--- config.mk ---
export PLATFORM = sky130hd
export DESIGN_NAME = alu_cmd_queue
export DESIGN_NICKNAME = d
export VERILOG_FILES = /design/src/rtl/alu_cmd_queue.sv
export SDC_FILE = /design/constraint.sdc
export NUM_CORES = 1
export LEC_CHECK = 0
export ABC_CLOCK_PERIOD_IN_PS = 2300
export BUFFER_PORTS_ARGS = -buffer_cell sky130_fd_sc_hd__buf_2
export CORE_ASPECT_RATIO = 0.75
export CORE_MARGIN = 5
export CORE_UTILIZATION = 49
export CTS_CLUSTER_SIZE = 40
export DETAILED_ROUTE_END_ITERATION = 7
export GPL_ROUTABILITY_DRIVEN = 1
export GPL_TIMING_DRIVEN = 0
export HOLD_SLACK_MARGIN = 0.1
export PLACE_DENSITY = 0.75
export RECOVER_POWER = 100
export SYNTH_ARGS = -nofsm -noshare
export SYNTH_HDL_FRONTEND = slang
export SYNTH_SLANG_ARGS = --single-unit
--- constraint.sdc ---
create_clock -name clk -period 2.3 [get_ports clk]
set_clock_uncertainty 0.1 [all_clocks]
set_input_delay 0.575 -clock clk [delete_from_list [all_inputs] [get_ports clk]]
set_output_delay 0.575 -clock clk [all_outputs]
set_load 0.05 [all_outputs]
--- src/rtl/alu_cmd_queue.sv ---
// alu_cmd_queue: command FIFO that feeds an external combinational ALU4 and captures results in an output register.
// Define ALU_CMD_QUEUE_STATS_EN to build the saturating op_count counter; otherwise op_count is tied to 0.
module alu_cmd_queue #(
  parameter int DEPTH = 4
) (
  input  logic              clk,
  input  logic              rstn,
  input  logic              in_valid,
  output logic              in_ready,
  input  logic signed [3:0] in_a,
  input  logic signed [3:0] in_b,
  input  logic        [2:0] in_ctl,
  output logic signed [3:0] alu_a,
  output logic signed [3:0] alu_b,
  output logic        [2:0] alu_ctl,
  input  logic        [3:0] alu_z,
  output logic              out_valid,
  input  logic              out_ready,
  output logic        [3:0] out_z,
  output logic        [2:0] out_ctl,
  output logic              out_zero,
  output logic        [7:0] op_count
);
  localparam int AW = $clog2(DEPTH);
  logic [10:0]   r_mem [DEPTH];
  logic [AW-1:0] r_wr, r_rd;
  logic [AW:0]   r_cnt;
  logic          r_out_valid, r_out_zero;
  logic [3:0]    r_out_z;
  logic [2:0]    r_out_ctl;
  logic          w_push, w_pop, w_busy;
  logic [10:0]   w_head;
  assign w_busy   = r_cnt != '0;
  assign in_ready = r_cnt < (AW+1)'(DEPTH);
  assign w_push   = in_valid && in_ready;
  assign w_pop    = w_busy && (!r_out_valid || out_ready);
  assign w_head   = w_busy ? r_mem[r_rd] : '0;
  assign {alu_ctl, alu_a, alu_b} = w_head;
  assign out_valid = r_out_valid;
  assign out_z     = r_out_z;
  assign out_ctl   = r_out_ctl;
  assign out_zero  = r_out_zero;
  // Storage is never reset; occupancy alone decides which entries are live.
  always_ff @(posedge clk)
    if (w_push) r_mem[r_wr] <= {in_ctl, in_a, in_b};
  always_ff @(posedge clk or negedge rstn)
    if (!rstn) begin
      r_wr        <= '0;
      r_rd        <= '0;
      r_cnt       <= '0;
      r_out_valid <= 1'b0;
      r_out_z     <= '0;
      r_out_ctl   <= '0;
      r_out_zero  <= 1'b0;
    end else begin
      if (w_push) r_wr <= r_wr + 1'b1;
      if (w_pop) r_rd <= r_rd + 1'b1;
      r_cnt <= r_cnt + (AW+1)'(w_push) - (AW+1)'(w_pop);
      if (w_pop) begin
        r_out_valid <= 1'b1;
        r_out_z     <= alu_z;
        r_out_ctl   <= w_head[10:8];
        r_out_zero  <= alu_z == 4'b0000;
      end else if (out_ready) r_out_valid <= 1'b0;
    end
`ifdef ALU_CMD_QUEUE_STATS_EN
  logic [7:0] r_op_count;
  always_ff @(posedge clk or negedge rstn)
    if (!rstn) r_op_count <= '0;
    else if (r_out_valid && out_ready && r_op_count != 8'hff) r_op_count <= r_op_count + 1'b1;
  assign op_count = r_op_count;
`else
  assign op_count = '0;
`endif
endmodule

After elaboration in Yosys (flattened, before gate mapping)
Memories as Yosys holds them, arrays and structs flattened.
Cells that the tools add are included.
W data, S select, Z words.
{"block": "totals", "out_inout_bits": 29, "ram_bits": 44, "n_memories": 1, "elab_cells": 25, "input_bits": 19, "register_bits": 16}
{"block": "op_classes", "reduce_logical": 7, "order_cmp": 1, "n_mux": 5, "addsub": 4}
{"memory": "r_mem", "depth": 4, "word_bits": 11, "rd": 1, "rd_ports_with_merged_regs": 0, "wr": 1, "line_no": "25", "text": "logic [10:0] r_mem [DEPTH];"}
{"operator": "$mux W11", "count": 1}
{"operator": "$add A2 B1 Y2 const B", "count": 2}
{"operator": "$logic_not A4 Y1", "count": 1}
{"operator": "$mux W1", "count": 4}
{"operator": "$add A3 B1 Y3", "count": 1}
{"operator": "$lt A3 B3 Y1 const B", "count": 1}
{"operator": "$reduce_bool A3 Y1", "count": 1}
{"operator": "$sub A3 B1 Y3", "count": 1}
{"operator": "$logic_and A1 B1 Y1", "count": 2}
{"operator": "$reduce_bool A2 Y1", "count": 1}
{"operator": "$logic_not A1 Y1", "count": 1}
{"operator": "$logic_or A1 B1 Y1", "count": 1}

Logic depth before layout (Yosys ltp)
Gate-level depths: netlist of the first run.
{"block": "logic_depth", "ltp_word": 4, "ltp_mapped": 9, "ltp_nobuf": 8}

Worst setup path after synthesis of the first run
No wires, ideal clock.
{"block": "synth_path", "kind": "flip-flop to flip-flop", "startpoint": "register r_out_valid, in the netlist out_valid", "endpoint": "register r_cnt[2]", "setup_ps": 139, "t_arrival_ps": 2140, "period_less_slack_ps": 2379, "required_ps": 2061, "stages_incl_launch_ff": 10, "path_slack_ps": -79, "n_path_buf": 1, "path_cell_list": "dfrtp_1 nand2b_1 nor2b_1 buf_6 ha_1 inv_1 ha_1 fa_1 xnor2_1 xnor2_1"}
{"block": "synth_via", "elab_chain_cells": 4}
{"item": "start: declaration", "line_no": "28", "text": "logic r_out_valid, r_out_zero;"}
{"item": "start signal: assignment", "line_no": "51", "text": "r_out_valid <= 1'b0;"}
{"item": "start signal: assignment", "line_no": "60", "text": "r_out_valid <= 1'b1;"}
{"item": "start signal: assignment", "line_no": "64", "text": "end else if (out_ready) r_out_valid <= 1'b0;"}
{"item": "$logic_not A1 Y1", "line_no": "36", "text": "assign w_pop = w_busy && (!r_out_valid || out_ready);"}
{"item": "$logic_or A1 B1 Y1", "line_no": "36"}
{"item": "$logic_and A1 B1 Y1", "line_no": "36"}
{"item": "named net w_pop", "line_no": "31", "text": "logic w_push, w_pop, w_busy;"}
{"item": "$sub A3 B1 Y3", "line_no": "58", "text": "r_cnt <= r_cnt + (AW+1)'(w_push) - (AW+1)'(w_pop);"}
{"item": "end signal: assignment", "line_no": "58"}
{"item": "end: declaration", "line_no": "27", "text": "logic [AW:0] r_cnt;"}
The timed path passes the listed nets, and every way through them passes these cells.
A chain may end at the register's enable or synchronous reset.

Final worst setup path of the first run
{"block": "layout_path", "startpoint": "register r_rd[0]", "endpoint": "output port alu_b[0]"}
{"block": "layout_via", "elab_chain_cells": 2}
{"item": "start: declaration", "line_no": "26", "text": "logic [AW-1:0] r_wr, r_rd;"}
{"item": "start signal: assignment", "line_no": "57", "text": "if (w_pop) r_rd <= r_rd + 1'b1;"}
{"item": "$mem_v2 Z4 W11"}
{"item": "$mux W11", "line_no": "37", "text": "assign w_head = w_busy ? r_mem[r_rd] : '0;"}
{"item": "end: declaration", "line_no": "14", "text": "output logic signed [3:0] alu_b,"}
Every way passes these cells.

==> results of run 1 <==
[critical path: cells and delay by family (launching register included)]
family | cells | cell delay, ns
multiplexers | 1 | 0.49
flip-flops | 1 | 0.40
buffers and inverters | 2 | 0.32
AND/OR/NAND/NOR | 1 | 0.18
[routing by layer]
metal / vias to the layer above / share of wire
met5: - / 0
met4: 0 / 0.011
met3: 6 / 0.049
met2: 31 / 0.56
met1: 667 / 0.38
li1: 598 / -
[power by group through the flow]
stage | sequential [mW] | combinational [mW] | clock (mW)
global placement | 1.55 | 2.10 | 0
CTS | 1.55 | 2.47 | 0.894
floorplan | 1.76 | 1.51 | 0
detailed placement | 1.57 | 2.16 | 0
global route | 1.58 | 2.66 | 0.946
finish | 1.56 | 2.53 | 0.872
[cells in the mapped netlist]
cell / number / area [µm²]
inv_1: 7 / 26.3
and2_1: 4 / 25.0
clkbuf_1: 1 / 3.75
nor3_2: 1 / 10.0
xor2_1: 2 / 17.5
and3b_2: 1 / 10.0
conb_1: 1 / 3.75
mux2_4: 7 / 105
xnor2_1: 3 / 26.3
mux4_2: 11 / 248
mux2_2: 1 / 11.3
edfxtp_1: 44 / 1320
nor4_1: 1 / 6.26
nor2b_1: 11 / 68.8
buf_6: 2 / 22.5
o21ai_0: 1 / 5.00
dfrtp_1: 16 / 400
buf_2: 2 / 10.0
nor2b_4: 2 / 27.5
fa_1: 1 / 20.0
nand2b_1: 1 / 6.26
ha_1: 6 / 75.1
nand2_1: 2 / 7.51
buf_4: 8 / 60.1
[what timing repair did]
action                     in CTS  in global routing
pin swaps                       1                  2
hold endpoints to repair       16                  0
hold buffers                    1                  0
setup buffers                   1                  3
setup endpoints to repair      12                 12
resized for setup              31                  9
[registers in the layout, summed over array words and instances, names as in the netlist]
signal     flops
out_ctl        3
out_valid      1
out_z          4
out_zero       1
r_cnt          3
r_mem         44
r_rd           2
r_wr           2
[metrics by stage]
stage | setup TNS [ns] | setup WS [ns] | std cells
detailed placement | -0.334 | -0.245 | 242
finish | -0.728 | -0.0972 | 262
CTS | -0.926 | -0.114 | 260
floorplan | 0 | 0.00227 | 143
global route | -1.56 | -0.165 | 262
global placement | -0.146 | -0.146 | 242
[how the worst max path moves through the flow]
stage,start,to,slack (ns),cells past startpoint
global placement,in_valid,r_cnt[2],-0.15,10
detailed placement,in_valid,r_cnt[2],-0.24,10
finish,r_rd[0],alu_b[0],-0.1,4
floorplan,in_valid,r_cnt[2],0.002,9
global route,r_rd[0],alu_b[0],-0.16,4
CTS,r_rd[0],alu_ctl[2],-0.11,4
[cells by family (layout without fill, tap and decap cells)]
| group | Yosys count | after routing | synth area share |
|---|---|---|---|
| buffers and inverters | 20 | 79 | 0.0487 |
| flip-flops | 60 | 60 | 0.684 |
| XOR/XNOR | 5 | 5 | 0.0174 |
| other | 1 | 8 | 0.00149 |
| adder cells (fa/ha/maj) | 7 | 7 | 0.0378 |
| multiplexers | 19 | 19 | 0.145 |
| AO/OA/AOI/OAI | 1 | 1 | 0.00199 |
| AND/OR/NAND/NOR | 23 | 23 | 0.0641 |
[layout make-up]
type,instances,area (µm²),share of cell area
inverters,7,26.3,0.00821
clock buffers,10,128,0.0399
plain buffers,12,98.8,0.0309
well taps,60,75.1,0.0234
multi-input cells,63,801,0.250
flip-flops and latches,60,1730,0.539
repair buffers,44,293,0.0914
clock inverters,6,55.1,0.0172
==> results, run 1 <==
- The run finished, with violations left.
- The checks that failed: negative setup slack.
- The die extent in x is 92.8 µm.
- The maximum level of the CTS H-tree is 3.
- The first global-routing pass estimated between 7000 and 8000 µm of wire.
- The hold path depth is 2.
- The number of vias after detailed routing is 1,302.
- At the worst endpoint, the arrival time is 1.72 ns.
- Of the total power, combinational logic draws 0.510.
- The share of total power dissipated in the clock network is 0.176.
- For met1 alone, demand over resource in global routing was 0.152.
- The CTS root buffer is clkbuf_8.
- In this run, synthesis produced a sequential element count of 60.
- Global routing finished with a remaining overflow of 0.
- The number of antenna violations at the first check in global routing is 0.
- The total of fill cells in the finished design is 344.
- The number of placement rows is 22.
- The delay contributed by the slowest stage of the critical path is just under 0.5 ns.
- The end of the worst hold path is out_z[2].
- The effective utilization at floorplan is 0.511.
- The share of power burned in registers is 0.314.
- STA classifies the critical path endpoint as an output port.
- The floorplan step defined a core boundary enclosing a little under 5000 µm².
- The startpoint kind of the worst setup timing path is a flip-flop.
- The tightest hold path in the finished design has a slack of slightly below 0.4 ns.
- Measured on the finished design, the core utilization comes to 0.650.
- The detail route stage leaves a number of antenna-violating nets equal to 0.
- The number of failing hold endpoints at the final stage was 0.
- During I/O placement, the number of pins put on the boundary was 48.
- The critical register-to-register path endpoint is r_cnt[2].
- Once routing completed, OpenROAD measured the worst setup slack at -0.0972 ns.
- Of all nets on the critical path, the largest fanout is 10.
- The layer with the highest usage after global routing is met2.
- From synthesis to final layout, the design area changed by 27.2%.
- The die covers 6690 µm².
- 0 antenna diodes ended up in the layout.
- The vertical die dimension is 72.1 µm.
- The number of port buffers is 39.
- For the worst flop-to-flop path, the logic depth is 9.
- The launch instance of the worst register-to-register path is r_cnt[2].
- In the synthesized netlist, the number of instances is 136.
- The clock input transition at the sequential cells of the worst setup and hold paths is ~0.07 ns.
- For flop-to-flop paths, the worst setup slack is 0 ns.
- The total iterations of the first detailed-routing run is 4.
- The longest clock path from root to sink contains 2 buffers.
- The worst min-delay path category is primary input to flip-flop.
- The number of CTS-inserted buffers is 9.
- The worst path in the final design needs a cycle of between 2 and 2.5 ns, including I/O delays and setup.
- The area of the mapped netlist is 2520 µm².
- The overall fraction of global-route tracks in use is 0.154.
- The clock insertion delay at the later pin of the skew report is approximately 0.33 ns.
- The final standard cell area without fillers is about 3200 µm².
- The routed wire length is 4650 µm.
- The synthesized area per cell is ~19 µm².
- In the routed layout, each cell is associated on average with a via count of just under 5.
- Leaving out fill and tap cells, the most frequent cell in the layout is edfxtp_1.
- The pin count of the biggest net entering global routing is 17.
- For this run, global-route usage on met2 was measured as 0.279.
- After the first detailed-routing iteration, the DRC count stood at approximately 120.
- Across the VDD grid, the largest voltage drop is 0.635 mV.
- The leakage dissipation is 1.29 nW.
- The met3 global-route usage is 0.0663.
- The weighted congestion reported at the end of routability-driven placement is 0.735.
- STA puts the critical path data required time at 1.62 ns.
- Traced cell by cell, the critical path runs through buf_12 > mux4_2 > nor2b_2 > buf_6.
- The total number of yosys warnings is 0.
- The number of clock sinks is 60.
- The share of the clock period used by the worst path after layout is 1.04.
- The worst-margin pin slew is between 0.8 and 0.9 ns.
- The critical path class is flip-flop to output port.
- Setup violations remaining at the end of the flow were counted as 12.
- The total power per unit cell area is 1550 nW/µm².
- The number of global-route vias before repair was around 1,500.
- TritonCTS built the clock tree.
- The total placed instance area is approximately 2900 µm².
- Headroom to the max-slew limit came out at 0.402.
- The net count reported at finish is 223.
- Leaving out fill and tap cells, the most frequent cells in the layout are 44 x edfxtp_1, 16 x buf_2, 14 x clkbuf_1, 13 x dfrtp_1.
- In the final layout, the share of cells above drive strength 1 is 0.470.
- The total power is 4.96 mW.
- The sequential-to-total area share from yosys stat is 0.684.
- Of the total power, the share spent switching nets is 0.400.
- The count of pins over their slew limit is 0.
- The design internal power is between 2 and 3 mW.
- The net switching power of the design is approximately 2.0 mW.
- The start point of the worst hold path is alu_z[2].
- Setup repair after global routing could not meet its margin everywhere.
- The fmax is 0.417 GHz.
- The HPWL reported at the end of detailed placement is 3120 µm.
- Max-cap violations in this run came to 0.
- The slowest stage of the critical path is the mux4_2 cell.
- The average detailed-routed wire length per instance is 17.7 µm.
- After synthesis, the netlist uses 24 different library cells.
- In the routed design, unresolved DRC markers number 0.
(Power assumes the default switching activity.)
==> run 2, diff against run 1 <==
--- a/config.mk
+++ b/config.mk
@@ -8,7 +8,7 @@
 export ABC_CLOCK_PERIOD_IN_PS = 2300
 export BUFFER_PORTS_ARGS = -buffer_cell sky130_fd_sc_hd__buf_2
 export CORE_ASPECT_RATIO = 0.75
-export CORE_MARGIN = 5
+export CORE_MARGIN = 2
 export CORE_UTILIZATION = 49
 export CTS_CLUSTER_SIZE = 40
 export DETAILED_ROUTE_END_ITERATION = 7
==> results, run 2 (same netlist as run 1, synthesis figures left out) <==
- The path class of the tightest hold or removal check is primary input to flip-flop.
- The first detailed-routing pass took 4 iterations.
- Setup repair after global routing could not meet its margin everywhere.
- The number of non-filler instances in the completed layout is 262.
- After detailed routing, the number of vias per cell comes to 4.96.
- The final reports fail on negative setup slack.
- The overall fraction of global-route tracks in use is 0.186.
- The master of the slowest instance on the critical path is mux4_2.
- The tree is rooted in a clkbuf_8.
- For this run, design rule violations remaining after detail routing come to 0.
- The critical path class is flip-flop to output port.
- The timing startpoint of the critical path is r_rd[0].
- The total buffers and inverters traversed by the critical path is 2.
- The placeable core area is 4930 µm².
- Max-cap violations in this run came to 0.
- For this run the aggregate overflow at the end of global routing stands at 0.
- The kind of cell with the highest combined delay on the critical path is multiplexers.
- Of the cells placed in the final design, the portion with a size suffix greater than 1 is 0.455.
- TritonCTS built the clock tree.
- The total power per unit cell area is 1570 nW/µm².
- The pre-CTS setup slack is -0.206 ns.
- Clock latency on the worst-skew pair, taken at its later pin, is 0.33 ns.
- The count of pins over their slew limit was 0.
- Detailed routing inserted a total of 1,300 vias.
- The internal power of the cells totals 3.07 mW.
- The worst path required time is 1.62 ns.
- The weighted congestion reported at the end of routability-driven placement is a little under 0.7.
- The register with the most flip-flops in the final layout is r_mem.
- The completed layout was analyzed and its total power is between 5 and 6 mW.
- The fmax is 0.420 GHz.
- The number of antenna diodes is 0.
- The average detailed-routed wire length per instance is 17.6 µm.
- The number of global-route vias before repair is 1,433.
- The worst-case reg-to-reg path depth is 9.
- The number of antenna violations at the first check in global routing is 0.
- The number of setup violations in the final report is 11.
- The worst-margin pin slew is about 0.90 ns.
- The worst hold path begins at alu_z[1].
- The vertical die dimension is 66.1 µm.
- The delay contributed by the slowest stage of the critical path is 0.51 ns.
- The commonest non-fill, non-tap cell in the layout is edfxtp_1.
- Along the worst hold path, the cell count comes to 2.
- The number of failing hold endpoints at the final stage is 0.
- Setup slack on the worst reg-to-reg path comes out at 0.03 ns.
- The count of boundary I/O pins is 48.
- Once detailed placement completed, the half-perimeter wirelength came to 2910 µm.
- The arrival time of the worst setup path is between 1.5 and 2 ns.
- The run finished, with violations left.
- For this design the static power due to leakage is around 1.3 nW.
- The sequential cell area in the final layout is 1720 µm².
- Buffers inserted during clock tree synthesis total 9.
- The flip-flop count of the largest register after layout is between 40 and 50.
- In the layout the commonest cells are 44 x edfxtp_1, 16 x clkbuf_1, 16 x buf_2, 14 x dfrtp_1, 12 x buf_6.
- The total of fill cells in the finished design is 341.
- The critical register-to-register path endpoint is r_cnt[2].
- After detailed placement, the design holds a cell count of 242.
- The most repeated library cell on the critical path is buf_8.
- The effective utilization at floorplan is 0.511.
- The clock passes through at most 2 buffers.
- The share of power burned in registers is 0.308.
- From left edge to right edge, the die measures 86.8 µm.
- The clock drives 60 sinks.
- After routing the design area is 3210 µm².
- Of the total power, the share spent switching nets is 0.392.
- After the first detailed-routing iteration, the DRC count stood at 64.
- The net switching power of the design is 1.98 mW.
- The pin count of the biggest net entering global routing is 17.
- The H-tree was split into 3 levels.
- The detail route stage leaves a number of antenna-violating nets equal to 0.
- The number of port buffers is 39.
- Of the total power, the clock network draws 0.195.
- The worst setup path is launched from a flip-flop.
- The smallest setup slack after layout is -0.0807 ns.
- The number of placement rows is 22.
- In the finished design, the share of the clock period the worst path needs comes to 1.04.
- The maximum fanout count along the critical path is 5.
- After clock tree synthesis, the clock-pin slew on the worst setup and hold paths is about 0.070 ns.
- For hold timing, the worst endpoint is out_z[1].
- The wire length of the first global-routing pass is 7250 µm.
- The total placed instance area is 2870 µm².
- The critical path goes through buf_8 > mux4_2 > nor2b_4 > buf_8.
- Adding up every negative setup slack in the final design gives -0.716 ns.
- The final period demand of the worst path is 2.38 ns.
- VDD sags by at most 0.600 mV.
- The capturing element type of the critical path is an output port.
- The routed wire length is 4600 µm.
- In this run the critical register-to-register path is launched from r_cnt[2].
- The floorplan step defined a die boundary enclosing approximately 5700 µm².
- The footprint of the multi-input gates is a little under 800 µm².
- The worst relative slew slack is 0.397.
- The area added between synthesis and finish is 27.7%.
- The portion of total power attributed to combinational logic is 0.497.
- The net count reported at finish is about 220.
[run 2: how the worst max path moves through the flow]
stage / end / slack (ns) / depth (start not counted)
final: alu_a[0] / -0.08 / 4
after global routing: alu_a[0] / -0.14 / 4
after CTS: alu_b[3] / -0.13 / 5
after detailed placement: r_cnt[2] / -0.21 / 10
after global placement: r_cnt[2] / -0.14 / 10
after floorplan: r_cnt[2] / 0.002 / 9
[run 2: per-stage QoR]
| stage | util | hold slack (ns) |
|---|---|---|
| 2_1_floorplan | - | 0.179 |
| 3_5_place_dp | 0.583 | 0.392 |
| 4_1_cts | 0.660 | 0.337 |
| 5_1_grt | 0.652 | 0.365 |
| 3_3_place_gp | 0.583 | 0.391 |
| 6_report | 0.652 | 0.378 |
[run 2: what timing repair did]
action | in CTS | in global routing
gates cloned | 1 | 0
setup buffers | 4 | 1
hold buffers | 1 | 0
hold endpoints to repair | 16 | 0
setup endpoints to repair | 12 | 12
resized for setup | 32 | 12
pin swaps | 1 | 1
[run 2: final cells by class]
type,instances,share of cell area
Sequential cell,60,0.536
Clock buffer,10,0.0397
Tap cell,60,0.0234
Inverter,7,0.00817
Buffer,11,0.0257
Timing Repair Buffer,45,0.0969
Multi-Input combinational cell,63,0.245
Clock inverter,6,0.0245
[run 2: routing by layer]
| metal | vias up | wire length (µm) | global-route usage |
|---|---|---|---|
| met2 | 33 | 2540 | 0.333 |
| met4 | 0 | 44 | 0.0527 |
| met1 | 654 | 1780 | 0.197 |
| met3 | 8 | 238 | 0.0874 |
| met5 | - | 0 | 0 |
| li1 | 605 | - | - |
[run 2: power by group through the flow]
stage	Clock (mW)	Sequential, mW	Combinational (mW)
final	0.982	1.56	2.51
after global routing	1.04	1.58	2.66
after global placement	0	1.55	2.09
after CTS	1.00	1.55	2.56
after floorplan	0	1.76	1.51
after detailed placement	0	1.57	2.15
